===== src/rtl/pong_game_engine.sv =====
// Frame-rate game-state engine for the two-player pong display path.
// Owns paddle positions, ball position/direction, scoring and match flow,
// advancing once per frame_tick in the clk_out (pixel clock) domain.
// Optional build macro: AI_PADDLE2_EN -- when defined, the right paddle
// ignores p2_up/p2_down and chases ball_y on its own.
module pong_game_engine #(
  parameter int H_RES        = 640,
  parameter int V_RES        = 480,
  parameter int PADDLE_H     = 75,
  parameter int PADDLE_W     = 5,
  parameter int P1_X         = 30,
  parameter int P2_X         = 600,
  parameter int BALL_R       = 8,
  parameter int PADDLE_STEP  = 4,
  parameter int BALL_STEP    = 2,
  parameter int WIN_SCORE    = 7,
  parameter int SERVE_FRAMES = 60
) (
  input  logic       clk_out,
  input  logic       reset,
  input  logic       frame_tick,
  input  logic       start,
  input  logic       p1_up,
  input  logic       p1_down,
  input  logic       p2_up,
  input  logic       p2_down,
  output logic [9:0] ball_x,
  output logic [9:0] ball_y,
  output logic [9:0] p1_y,
  output logic [9:0] p2_y,
  output logic [3:0] p1_score,
  output logic [3:0] p2_score,
  output logic [1:0] state,
  output logic       point_pulse,
  output logic [1:0] winner
);

  typedef enum logic [1:0] {
    S_IDLE  = 2'd0,
    S_SERVE = 2'd1,
    S_PLAY  = 2'd2,
    S_OVER  = 2'd3
  } state_t;

  typedef logic signed [10:0] coord_t;

  localparam int CNT_W = (SERVE_FRAMES < 1) ? 1 : $clog2(SERVE_FRAMES + 1);

  localparam logic [9:0] X_CENTRE     = 10'(H_RES / 2);
  localparam logic [9:0] Y_CENTRE     = 10'(V_RES / 2);
  localparam logic [9:0] PADDLE_START = 10'((V_RES - PADDLE_H) / 2);
  localparam coord_t     PADDLE_MAX   = coord_t'(V_RES - PADDLE_H);
  localparam coord_t     RAD          = coord_t'(BALL_R);
  localparam coord_t     Y_BOTTOM     = coord_t'(V_RES - 1 - BALL_R);
  localparam coord_t     X_RIGHT      = coord_t'(H_RES - 1 - BALL_R);
  localparam coord_t     P1_FACE      = coord_t'(P1_X + PADDLE_W);
  localparam coord_t     P2_FACE      = coord_t'(P2_X);
  localparam coord_t     WIN_SPAN     = coord_t'(PADDLE_H - 1 + BALL_R);

  state_t             state_q, state_d;
  logic [9:0]         ball_x_q, ball_x_d, ball_y_q, ball_y_d;
  logic [9:0]         p1_y_q, p1_y_d, p2_y_q, p2_y_d;
  logic [3:0]         p1_score_q, p1_score_d, p2_score_q, p2_score_d;
  logic               point_pulse_q, point_pulse_d;
  logic [1:0]         winner_q, winner_d;
  logic               dir_x_q, dir_x_d, dir_y_q, dir_y_d;
  logic [CNT_W-1:0]   serve_cnt_q, serve_cnt_d;

  coord_t bx, by, nx, ny, p1_top, p2_top;
  logic   hit_p1, hit_p2, score_p1, score_p2;
  logic   p2_up_eff, p2_down_eff;

  // One paddle step from a button pair, clamped to the visible column.
  function automatic logic [9:0] paddle_move(input logic [9:0] y, input logic up, input logic down);
    coord_t t;
    t = coord_t'({1'b0, y});
    if (up && !down) t = t - coord_t'(PADDLE_STEP);
    else if (down && !up) t = t + coord_t'(PADDLE_STEP);
    if (t < coord_t'(0)) t = coord_t'(0);
    else if (t > PADDLE_MAX) t = PADDLE_MAX;
    return t[9:0];
  endfunction

  // Next-state logic: paddle motion, ball flight, collisions, scoring and match flow.
  always_comb begin
    state_d       = state_q;
    ball_x_d      = ball_x_q;
    ball_y_d      = ball_y_q;
    p1_y_d        = p1_y_q;
    p2_y_d        = p2_y_q;
    p1_score_d    = p1_score_q;
    p2_score_d    = p2_score_q;
    point_pulse_d = 1'b0;
    winner_d      = winner_q;
    dir_x_d       = dir_x_q;
    dir_y_d       = dir_y_q;
    serve_cnt_d   = serve_cnt_q;
    score_p1      = 1'b0;
    score_p2      = 1'b0;

    bx     = coord_t'({1'b0, ball_x_q});
    by     = coord_t'({1'b0, ball_y_q});
    p1_top = coord_t'({1'b0, p1_y_q});
    p2_top = coord_t'({1'b0, p2_y_q});
    nx     = dir_x_q ? bx + coord_t'(BALL_STEP) : bx - coord_t'(BALL_STEP);
    ny     = dir_y_q ? by + coord_t'(BALL_STEP) : by - coord_t'(BALL_STEP);

`ifdef AI_PADDLE2_EN
    p2_up_eff   = by < p2_top + coord_t'(PADDLE_H / 2 - PADDLE_STEP);
    p2_down_eff = by > p2_top + coord_t'(PADDLE_H / 2 + PADDLE_STEP);
`else
    p2_up_eff   = p2_up;
    p2_down_eff = p2_down;
`endif

    hit_p1 = !dir_x_q && (bx - RAD > P1_FACE) && (nx - RAD <= P1_FACE) &&
             (by >= p1_top - RAD) && (by <= p1_top + WIN_SPAN);
    hit_p2 = dir_x_q && (bx + RAD < P2_FACE) && (nx + RAD >= P2_FACE) &&
             (by >= p2_top - RAD) && (by <= p2_top + WIN_SPAN);

    case (state_q)
      S_IDLE, S_OVER: begin
        if (start) begin
          state_d     = S_SERVE;
          p1_score_d  = '0;
          p2_score_d  = '0;
          winner_d    = 2'd0;
          ball_x_d    = X_CENTRE;
          ball_y_d    = Y_CENTRE;
          serve_cnt_d = CNT_W'(SERVE_FRAMES);
        end
      end
      S_SERVE: begin
        if (frame_tick) begin
          p1_y_d = paddle_move(p1_y_q, p1_up, p1_down);
          p2_y_d = paddle_move(p2_y_q, p2_up_eff, p2_down_eff);
          if (serve_cnt_q == '0) state_d = S_PLAY;
          else serve_cnt_d = serve_cnt_q - CNT_W'(1);
        end
      end
      S_PLAY: begin
        if (frame_tick) begin
          p1_y_d = paddle_move(p1_y_q, p1_up, p1_down);
          p2_y_d = paddle_move(p2_y_q, p2_up_eff, p2_down_eff);
          if (ny < RAD) begin
            ball_y_d = RAD[9:0];
            dir_y_d  = 1'b1;
          end else if (ny > Y_BOTTOM) begin
            ball_y_d = Y_BOTTOM[9:0];
            dir_y_d  = 1'b0;
          end else begin
            ball_y_d = ny[9:0];
          end
          if (hit_p1) begin
            ball_x_d = 10'(P1_X + PADDLE_W + 1 + BALL_R);
            dir_x_d  = 1'b1;
          end else if (hit_p2) begin
            ball_x_d = 10'(P2_X - 1 - BALL_R);
            dir_x_d  = 1'b0;
          end else if (nx <= RAD) begin
            score_p2 = 1'b1;
          end else if (nx >= X_RIGHT) begin
            score_p1 = 1'b1;
          end else begin
            ball_x_d = nx[9:0];
          end
          if (score_p1 || score_p2) begin
            point_pulse_d = 1'b1;
            ball_x_d      = X_CENTRE;
            ball_y_d      = Y_CENTRE;
            dir_y_d       = dir_y_q;
            if (score_p1) begin
              p1_score_d = p1_score_q + 4'd1;
              dir_x_d    = 1'b1;
            end else begin
              p2_score_d = p2_score_q + 4'd1;
              dir_x_d    = 1'b0;
            end
            if (p1_score_d == 4'(WIN_SCORE) || p2_score_d == 4'(WIN_SCORE)) begin
              state_d  = S_OVER;
              winner_d = score_p1 ? 2'd1 : 2'd2;
            end else begin
              state_d     = S_SERVE;
              serve_cnt_d = CNT_W'(SERVE_FRAMES);
            end
          end
        end
      end
      default: state_d = S_IDLE;
    endcase
  end

  // State register; reset takes effect immediately, even mid-frame.
  always_ff @(posedge clk_out or posedge reset) begin
    if (reset) begin
      state_q       <= S_IDLE;
      ball_x_q      <= X_CENTRE;
      ball_y_q      <= Y_CENTRE;
      p1_y_q        <= PADDLE_START;
      p2_y_q        <= PADDLE_START;
      p1_score_q    <= '0;
      p2_score_q    <= '0;
      point_pulse_q <= 1'b0;
      winner_q      <= 2'd0;
      dir_x_q       <= 1'b1;
      dir_y_q       <= 1'b1;
      serve_cnt_q   <= '0;
    end else begin
      state_q       <= state_d;
      ball_x_q      <= ball_x_d;
      ball_y_q      <= ball_y_d;
      p1_y_q        <= p1_y_d;
      p2_y_q        <= p2_y_d;
      p1_score_q    <= p1_score_d;
      p2_score_q    <= p2_score_d;
      point_pulse_q <= point_pulse_d;
      winner_q      <= winner_d;
      dir_x_q       <= dir_x_d;
      dir_y_q       <= dir_y_d;
      serve_cnt_q   <= serve_cnt_d;
    end
  end

  assign ball_x      = ball_x_q;
  assign ball_y      = ball_y_q;
  assign p1_y        = p1_y_q;
  assign p2_y        = p2_y_q;
  assign p1_score    = p1_score_q;
  assign p2_score    = p2_score_q;
  assign state       = state_q;
  assign point_pulse = point_pulse_q;
  assign winner      = winner_q;

endmodule


===== config.mk =====
export PLATFORM = sky130hd
export DESIGN_NAME = pong_game_engine
export DESIGN_NICKNAME = d
export VERILOG_FILES = /design/src/rtl/pong_game_engine.sv
export SDC_FILE = /design/constraint.sdc
export NUM_CORES = 1
export LEC_CHECK = 0
export ABC_AREA = 1
export BUFFER_PORTS_ARGS = -buffer_cell sky130_fd_sc_hd__buf_2
export CORE_MARGIN = 8
export CORE_UTILIZATION = 62
export CTS_CLUSTER_DIAMETER = 50
export DETAILED_ROUTE_END_ITERATION = 10
export PLACE_DENSITY = 0.89
export SLEW_MARGIN = 20
export SYNTH_ARGS = -nofsm -noshare
export SYNTH_HDL_FRONTEND = slang
export SYNTH_SLANG_ARGS = --single-unit

===== constraint.sdc =====
create_clock -name clk_out -period 4.6 [get_ports clk_out]
set_input_delay 0.92 -clock clk_out [delete_from_list [all_inputs] [get_ports clk_out]]
set_output_delay 0.92 -clock clk_out [all_outputs]
set_load 0.05 [all_outputs]

## Yosys cells after proc, flatten, opt, wreduce, memory -nomap -nowiden

Index checks and enable logic that the tools add are counted.

| word-level totals | value |
|---|---|
| register bits | 61 |
| bits in latches | 0 |
| memory bits (writable) | 0 |
| ROM bits | 0 |
| bits of input ports | 8 |
| output and inout bits | 53 |
| word-level logic and storage cells | 197 |
| memories kept | 0 |

| cells by class | value |
|---|---|
| $add $sub $neg | 19 |
| $mul | 0 |
| divide/modulo/power cells | 0 |
| $lt $le $gt $ge | 20 |
| equality and inequality tests | 15 |
| shift-type cells | 0 |
| mux-type cells | 95 |
| bitwise logic cells | 1 |
| reduce and logical (&&, ||, !) cells | 35 |

Operator list:

| kind | number |
|---|---|
| 10-bit two-way mux | 24 |
| 11-bit two-way mux | 12 |
| 10-bit one-hot mux with 2 select lines | 4 |
| 11-bit by 10-bit greater-than comparator with 1-bit output (second input constant) | 5 |
| 4-bit two-way mux | 13 |
| 11-bit by 1-bit less-than comparator with 1-bit output (second input constant) | 4 |
| 6-bit two-way mux | 6 |
| 10-bit by 4-bit subtractor with 11-bit output (second input constant) | 3 |
| 10-bit by 2-bit adder with 11-bit output (second input constant) | 2 |
| 10-bit by 3-bit adder with 11-bit output (second input constant) | 2 |
| 10-bit by 7-bit adder with 11-bit output (second input constant) | 2 |
| 11-bit greater-or-equal comparator | 2 |
| 11-bit greater-or-equal comparator (second input constant) | 2 |
| 11-bit less-or-equal comparator | 2 |
| 2-bit two-way mux | 11 |
| 10-bit by 2-bit subtractor with 11-bit output (second input constant) | 2 |
| 10-bit by 3-bit subtractor with 11-bit output (second input constant) | 2 |
| 1-bit two-way mux | 20 |
| 6-bit one-hot mux with 3 select lines | 1 |
| 2-bit != test (second input constant) | 8 |
| 4-bit one-hot mux with 2 select lines | 2 |
| 5-bit AND reduction | 3 |
| 1-bit logical AND | 12 |
| 10-bit by 4-bit adder with 11-bit output (second input constant) | 1 |
| 26 further kinds | 40 |

## Logic depth before layout (Yosys ltp)

Gate-level depths: netlist of the first run.

| logic depth | value |
|---|---|
| word-level depth | 21 |
| mapped depth | 30 |
| mapped depth without buffers | 29 |

## Worst setup path after synthesis of the first run

Ideal clock, no wire load.

| timing | value |
|---|---|
| path kind | register -> register |
| from | register p2_y_q[4] (netlist: p2_y[4]) |
| to | register serve_cnt_q[4] |
| setup time | 0.117 ns |
| arrival time | 3.632 ns |
| required time | 4.483 ns |
| path slack | 0.851 ns |
| stages on the path, launching flop included | 26 |
| path buffers | 1 |
| period minus slack after synthesis | 3.749 ns |
| path through | dfrtp_1 -> clkinv_1 -> ha_1 -> nand2_1 -> nand2_1 -> nand2_1 -> a21oi_1 -> xor2_1 -> ha_1 -> nand4_1 -> or4_1 -> nand2_1 -> nand2_1 -> nor2_2 -> nand4_4 -> nand2_2 -> buf_6 -> nand2_1 -> nand2_1 -> nor2_1 -> nand2_1 -> nand2_2 -> nand2_4 -> nand2_4 -> nand2_1 -> nand2_1 |

| between the ends | value |
|---|---|
| cells in the longest elaborated chain, start to end | 16 |
| elaborated cells between the ends (all ways) | 29 |
| those cells by class | 2 x add/sub; 2 x order compare; 4 x eq/ne; 16 x mux; 5 x reduce/logical |

Ends and longest elaborated chain:

| what | RTL line | RTL |
|---|---|---|
| start, declared | 62 | `logic [9:0] p1_y_q, p1_y_d, p2_y_q, p2_y_d;` |
| start signal, assigned | 213 | `p2_y_q <= p2_y_d;` |
| 10-bit by 4-bit subtractor with 11-bit output | 119 | `(by >= p2_top - RAD) && (by <= p2_top + WIN_SPAN);` |
| 11-bit greater-or-equal comparator | 119 |  |
| 1-bit logical AND | 118 | `hit_p2 = dir_x_q && (bx + RAD < P2_FACE) && (nx + RAD >= P2_FACE) &&` |
| 1-bit logical AND * | 119 |  |
| 1-bit two-way mux | 157 | `end else if (hit_p2) begin` |
| 1-bit two-way mux | 154 | `if (hit_p1) begin` |
| 1-bit two-way mux | 142 | `if (frame_tick) begin` |
| 1-bit two-way mux | 121 | `case (state_q)` |
| 4-bit two-way mux | 172 | `if (score_p1) begin` |
| 4-bit two-way mux | 167 | `if (score_p1 \|\| score_p2) begin` |
| 4-bit two-way mux | 142 |  |
| 4-bit two-way mux | 121 |  |
| 4-bit by 3-bit equality test with 1-bit output | 179 | `if (p1_score_d == 4'(WIN_SCORE) \|\| p2_score_d == 4'(WIN_SCORE)) begin` |
| 1-bit logical OR | 179 |  |
| 2-bit != test (no source line) | -- |  |
| 6-bit AND reduction (no source line) * | -- |  |
| end signal, assigned | 220 | `serve_cnt_q <= serve_cnt_d;` |
| end, declared | 67 | `logic [CNT_W-1:0] serve_cnt_q, serve_cnt_d;` |

Mark *: on every way between the ends. The rest lies on a longest branch, timed or not. The select of a mux whose other input is x is not followed.
A chain may end at the register's enable or synchronous reset.

## Final worst setup path of the first run

| timing | value |
|---|---|
| from | register dir_x_q |
| to | register p2_score_q[1] (netlist: p2_score[1]) |

| between the ends | value |
|---|---|
| cells in the longest elaborated chain, start to end | 17 |
| elaborated cells between the ends (all ways) | 37 |
| those cells by class | 2 x add/sub; 4 x order compare; 1 x eq/ne; 19 x mux; 11 x reduce/logical |

Ends and longest elaborated chain:

| what | RTL line | RTL |
|---|---|---|
| start, declared | 66 | `logic dir_x_q, dir_x_d, dir_y_q, dir_y_d;` |
| start signal, assigned | 218 | `dir_x_q <= dir_x_d;` |
| 11-bit two-way mux | 105 | `nx = dir_x_q ? bx + coord_t'(BALL_STEP) : bx - coord_t'(BALL_STEP);` |
| 11-bit by 5-bit adder with 11-bit output | 118 |  |
| 11-bit greater-or-equal comparator | 118 |  |
| 1-bit logical AND (2 in a row) | 118 |  |
| 1-bit logical AND | 119 |  |
| 1-bit two-way mux | 157 |  |
| 1-bit two-way mux | 154 |  |
| 1-bit two-way mux | 142 |  |
| 1-bit two-way mux | 121 |  |
| 4-bit two-way mux | 172 |  |
| 4-bit two-way mux | 167 |  |
| 4-bit two-way mux | 142 |  |
| 4-bit two-way mux | 121 |  |
| 4-bit two-way mux | 167 |  |
| 4-bit two-way mux | 142 |  |
| 4-bit one-hot mux with 2 select lines | 121 |  |
| end signal, assigned | 215 | `p2_score_q <= p2_score_d;` |
| end, declared | 63 | `logic [3:0] p1_score_q, p1_score_d, p2_score_q, p2_score_d;` |

Several ways; a longest one is shown, not always the timed one. The select of a mux whose other input is x is not followed.

==> metrics.txt, run 1 <==
outcome completed; # fillers 913; hold crit path type flop to flop; GRT Overall Usage 0.249; area grow syn2layout 9.71%; net switching power 3.57 mW; via count of the first global-routing pass 6,406; critical path type flop to flop; DRT antenna net count 0; min setup slack post-route 0.381 ns; DRC violation total after the first TritonRoute iteration 627; worst slack after detailed placement 0.432 ns; launching element type of the critical path flop; floorplan die width 120 um; most used cell along the critical path sky130_fd_sc_hd__nand2_1; slew at the pin closest to its max-slew limit 0.789 ns; antenna violations before repair 0; max-slew violation count 0; final hold viol count 0; count of max-cap constraint violations 0; post-detailed-route via-to-cell ratio 5.67; Flop pwr share 0.172; first-pass GRT wire length 29.9 mm; static leakage 3.98 nW; deepest level of the CTS H-tree 3; cts bufs inserted 9; fraction of final layout cells with drive strength greater than 1 0.125; commonest non-fill, non-tap cells in the layout sky130_fd_sc_hd__nand2_1, sky130_fd_sc_hd__inv_1, sky130_fd_sc_hd__nand3_1; Mapped Area 6740 um2; pin count of the biggest net entering global routing 62; Worst Path Max Fanout 17; leading cell type in the layout, fill and taps excluded sky130_fd_sc_hd__nand2_1; Total Routed Length 17.9 mm; total clock sinks 61; starting density of the core 0.627; number of buffers between clock root and the deepest sink 2; clock latency on the worst-skew pair 0.35 ns; RSZ-0062 raised after global routing no; CP cell instances inv_1 -> ha_1 -> or2_4 -> nand2_1 -> nand2_1 -> nand2_2 -> ha_1 -> nor2_1 -> nand2_1 -> nor2_1 -> nor2_1 -> nand3_1 -> nand2_1 -> nand2_1 -> nand2_1 -> nand3_1 -> nand4_4 -> nand2_4 -> inv_1 -> nor2_4 -> nand2_4 -> nand2_1 -> inv_2 -> o22ai_1; last weighted congestion value of the routability-driven placer 0.910; NumNets Final 1,158; net switching fraction of the power 0.590; Top-Level Pins 61; net count after synthesis 1,094; share of flip-flops with an asynchronous set or reset after synthesis 1.00; period utilization 0.917; post-CTS setup-driven buffer insertion count 0; core region area 10,700 um2; Clk network pwr share 0.081; Routed WL per cell 14.9 um; DIE AREA 14,500 um2; synthesized netlist cell count 997; Largest stage delay, worst path 0.58 ns; Cell Rows 38; final worst path period need 4.22 ns; endpoints failing setup 0; overall overflow remaining after global route 0; Slew HR 0.474; Req. time, crit path 4.87 ns; share of synthesized area occupied by flip-flops and latches 0.229; Yosys warning total 0; DIE HEIGHT 120 um; Arrival @ worst endpoint 4.49 ns; Most used DFF post-synth sky130_fd_sc_hd__dfrtp_1; half-perimeter wire length after placement 13.7 mm; Seq cells post-synth 61; VDD IR max 476 uV; Initial DRT Pass Iterations 8; clock tree skew after final layout 0.00747 ns; crit end category flop; number of buffers inserted by port buffering 60; ratio of total power to cell area 818 nW/um2; Synth Area per Inst 6.76 um2; DRC errors left 0; internal cell power 2.48 mW; upper clock frequency limit 237 MHz; Clk pin slew, worst setup/hold paths 0.07 ns; Antenna Cells 0; TritonCTS clock tree done; Comb power frac 0.747; worst path bufs/invs 3; final sum of negative setup slack 0 ns; total via count in the routed design 6,832; master of the slowest instance on the critical path sky130_fd_sc_hd__dfstp_2; root buffer cell sky130_fd_sc_hd__clkbuf_8; family of cells with the greatest summed delay on the critical path simple AND/OR/NAND/NOR gates; number of enable-type register cells in the synthesized netlist 0; unique cell type count in the Yosys netlist 49
logic make-up after synthesis:
family | share of synthesized area
XOR/XNOR | 0.0674
AO/OA/AOI/OAI | 0.122
flip-flops | 0.229
AND/OR/NAND/NOR | 0.325
adder cells (fa/ha/maj) | 0.167
buffers and inverters | 0.0885
layout make-up:
class                      instances  area, um2  share of cell area
clock buffer                      10        138              0.0186
tap                              140        175              0.0237
clock inverter                     6       62.6             0.00846
timing repair buffer              65        338              0.0457
sequential                        61       1550               0.209
inverter                         142        533              0.0721
multi-input combinational        782       4600               0.622
path summary, 6_finish.rpt:
path | startpoint | to | slack [ns] | cells after the start
worst max-delay path | dir_x_q | p2_score[1] | 0.38 | 24
worst min register to register | serve_cnt_q[1] | serve_cnt_q[1] | 0.49 | 2
worst max register to register | dir_x_q | p2_score[1] | 0.38 | 24
min in group asynchronous | reset | state[0] | 0.76 | 3
max in group asynchronous | reset | p1_y[8] | 3.29 | 3
worst min-delay path | serve_cnt_q[1] | serve_cnt_q[1] | 0.49 | 2
power groups by stage:
stage	Combinational, mW	Sequential (mW)	Clock, mW
final	4.52	1.04	0.492
after global routing	5.08	1.06	0.521
after CTS	4.46	1.03	0.495
after detailed placement	4.41	1.03	0
after global placement	4.30	1.04	0
after floorplan	3.13	1.35	0
Yosys cell counts (all sizes together) (8+ instances only):
cell type | count | area share
nor3 | 10 | 0.0098
ha | 87 | 0.16
nor2 | 87 | 0.052
nand2 | 275 | 0.16
inv | 138 | 0.077
a21oi | 56 | 0.044
nand4 | 21 | 0.022
xnor2 | 8 | 0.010
dfstp | 16 | 0.062
o22ai | 20 | 0.019
nand3 | 91 | 0.070
dfrtp | 45 | 0.17
xor2 | 43 | 0.057
o21ai | 51 | 0.038
clkbuf | 8 | 0.0046
layer usage:
metal  share of wire  up-vias  GRT usage
met1            0.43     3114      0.319
met5               0        -          0
li1                -     3410          -
met4           0.019        0     0.0968
met2            0.47      273      0.404
met3           0.074       35     0.0517
timing repair:
action / CTS / global route
gates resized for setup: 0 / 1
endpoints found under the setup margin: 0 / 17
hold buffers: 0 / 0
metrics by stage:
step,utilization,hold WS (ns),std cells,cell area (um2),power [mW]
after global routing,0.688,0.510,1206,7400,6.66
final,0.688,0.495,1206,7400,6.05
after floorplan,-,0.442,997,6740,4.48
after CTS,0.688,0.498,1206,7390,5.98
after global placement,0.669,0.467,1190,7190,5.34
after detailed placement,0.669,0.474,1190,7190,5.44
worst min-delay path, cell delays in order, from the launching register on:
cell and delay, ns:
sky130_fd_sc_hd__dfrtp_1 0.35, sky130_fd_sc_hd__nand2_1 0.06, sky130_fd_sc_hd__nand2_1 0.05
flip-flops by register name, indices dropped and copies added, names as in the netlist:
| signal | flops |
|---|---|
| ball_x | 10 |
| ball_y | 10 |
| dir_x_q | 1 |
| dir_y_q | 1 |
| p1_score | 4 |
| p1_y | 10 |
| p2_score | 4 |
| p2_y | 10 |
| point_pulse | 1 |
| serve_cnt_q | 6 |
| state | 2 |
| winner | 2 |
No activity file was read; power rests on OpenSTA's default activity.
==> inputs of run 2 (changes only) <==
CORE_UTILIZATION = 50   (was 62)
GPL_TIMING_DRIVEN = 0   (was default)
PLACE_DENSITY = 0.75   (was 0.89)
==> metrics.txt, run 2 (synthesis gave the netlist of run 1 again) <==
outcome completed; launching element type of the critical path flop; crit end category flop; final hold viol count 0 (unchanged); commonest non-fill, non-tap cells in the layout sky130_fd_sc_hd__nand2_1, sky130_fd_sc_hd__inv_1, sky130_fd_sc_hd__nand3_1; GRT Overall Usage 0.206 (-0.0429); DIE HEIGHT 132 um (+9.8%); DRC violation total after the first TritonRoute iteration 485 (-23%); count of max-cap constraint violations 0 (unchanged); NumNets Final 1,166 (+0.69%); endpoints failing setup 0 (unchanged); upper clock frequency limit 237 MHz (about the same); post-detailed-route via-to-cell ratio 5.43 (-4.2%); static leakage 4.05 nW (+1.6%); Worst Path Max Fanout 13 (-4); storage element area 1550 um2 (unchanged); first-pass GRT wire length 30.2 mm (+0.69%); Cell Rows 42 (+11%); DRC errors left 0 (unchanged); Finished Core Util 0.574 (-0.114); Slew HR 0.318 (-0.156); via count of the first global-routing pass 6,357 (-0.76%); TritonCTS clock tree done; Post-CTS Hold Buffers 0 (unchanged); worst hold slack 0.476 ns (-0.0185 ns); starting density of the core 0.511 (-0.116); post-cts resize count 0 (unchanged); Arrival @ worst endpoint 4.45 ns (-0.04 ns); last weighted congestion value of the routability-driven placer 0.914 (+0.51%); number of buffers inserted by port buffering 60 (unchanged); cts bufs inserted 9 (unchanged); Placed Instance Area 7290 um2 (+1.4%); critical path type flop to flop; fraction of final layout cells with drive strength greater than 1 0.122 (-0.00268); # fillers 1,284 (+41%); post-route non-filler standard cell count 1,249 (+3.6%); period utilization 0.918 (about the same); area grow syn2layout 12.3%; max-slew violation count 0 (unchanged); worst slack after detailed placement 0.364 ns (-0.0680 ns); Routed WL per cell 14.3 um (-3.9%); core region area 13,200 um2 (+23%); RSZ-0062 raised after global routing no; DRT antenna net count 0 (unchanged); cell area after layout 7570 um2 (+2.4%); Req. time, crit path 4.83 ns (-0.04 ns); Total Routed Length 17.8 mm (-0.52%); Top-Level Pins 61 (unchanged); final sum of negative setup slack 0 ns (unchanged); total via count in the routed design 6,781 (-0.75%); number of buffers between clock root and the deepest sink 2 (unchanged); # placed instances 1,234 (+3.7%); total clock sinks 61 (unchanged); Clk pin slew, worst setup/hold paths 0.05 ns (-0.02 ns); min setup slack post-route 0.379 ns (-0.00194 ns); half-perimeter wire length after placement 13.8 mm (+0.56%); ratio of total power to cell area 817 nW/um2 (about the same); Tot Pwr 6.19 mW (+2.3%); VDD IR max 401 uV (-16%); antenna violations before repair 0 (unchanged); overall overflow remaining after global route 0 (unchanged); Antenna Cells 0 (unchanged); root buffer cell sky130_fd_sc_hd__clkbuf_16; clock latency on the worst-skew pair 0.34 ns (about the same); hold crit path type flop to flop; final worst path period need 4.22 ns (+0.00194 ns); DIE AREA 17,500 um2 (+21%); leading cell type in the layout, fill and taps excluded sky130_fd_sc_hd__nand2_1; floorplan die width 132 um (+9.8%); pin count of the biggest net entering global routing 47 (-24%); Initial DRT Pass Iterations 5 (-3); post-CTS setup-driven buffer insertion count 0 (unchanged); slew at the pin closest to its max-slew limit 1.02 ns (+0.234 ns); Multi-input gate area 4610 um2 (+0.14%); clock tree skew after final layout 0.00857 ns (+0.00110 ns); deepest level of the CTS H-tree 3 (unchanged)
## run 2: cell type report
type | instances | area share
tap | 176 | 0.0291
multi-input combinational | 782 | 0.609
inverter | 142 | 0.0707
clock buffer | 13 | 0.0344
clock inverter | 2 | 0.00132
sequential | 61 | 0.204
timing repair buffer | 61 | 0.0433
buffer | 12 | 0.00843
## run 2: power by group
part	switching [mW]	leakage, nW	internal, mW	total [mW]
clock	0.244	0.135	0.389	0.634
combinational	3.08	3.15	1.49	4.57
sequential	0.248	0.762	0.742	0.990
## run 2: critical path, stage by stage (launching register included)
cell and delay, ns:
sky130_fd_sc_hd__dfstp_2 0.58, sky130_fd_sc_hd__inv_1 0.26, sky130_fd_sc_hd__ha_1 0.51, sky130_fd_sc_hd__or2_4 0.30, sky130_fd_sc_hd__nand3_1 0.10, sky130_fd_sc_hd__nand2_2 0.13
sky130_fd_sc_hd__ha_1 0.30, sky130_fd_sc_hd__nor2_1 0.05, sky130_fd_sc_hd__nand2_1 0.07, sky130_fd_sc_hd__nor2_1 0.04, sky130_fd_sc_hd__nor2_1 0.09, sky130_fd_sc_hd__nand3_1 0.13
sky130_fd_sc_hd__nand2_1 0.10, sky130_fd_sc_hd__nand2_1 0.05, sky130_fd_sc_hd__nand2_1 0.05, sky130_fd_sc_hd__nand3_1 0.12, sky130_fd_sc_hd__nand4_4 0.17, sky130_fd_sc_hd__nand2_2 0.08
sky130_fd_sc_hd__inv_1 0.12, sky130_fd_sc_hd__nor2_4 0.05, sky130_fd_sc_hd__nand2_4 0.14, sky130_fd_sc_hd__nand2_2 0.10, sky130_fd_sc_hd__nor3_4 0.32, sky130_fd_sc_hd__nand2_4 0.12
sky130_fd_sc_hd__nand2_1 0.07, sky130_fd_sc_hd__nand2_1 0.05
## run 2: routing by layer
| layer | global-route usage | vias to the layer above | routed length [um] |
|---|---|---|---|
| li1 | - | 3432 | - |
| met1 | 0.272 | 3132 | 8260 |
| met2 | 0.325 | 187 | 8200 |
| met3 | 0.0343 | 30 | 979 |
| met4 | 0.0881 | 0 | 394 |
| met5 | 0 | - | 0 |
## run 2: worst paths after layout
kind	cells past startpoint	slack, ns	to	start
setup / recovery	25	0.38	serve_cnt_q[0]	dir_x_q
hold / removal	2	0.48	serve_cnt_q[1]	serve_cnt_q[1]
setup reg to reg	25	0.38	serve_cnt_q[0]	dir_x_q
hold reg to reg	2	0.48	serve_cnt_q[1]	serve_cnt_q[1]
max in group asynchronous	3	3.51	p2_y[6]	reset
min in group asynchronous	2	0.51	p1_score[2]	reset
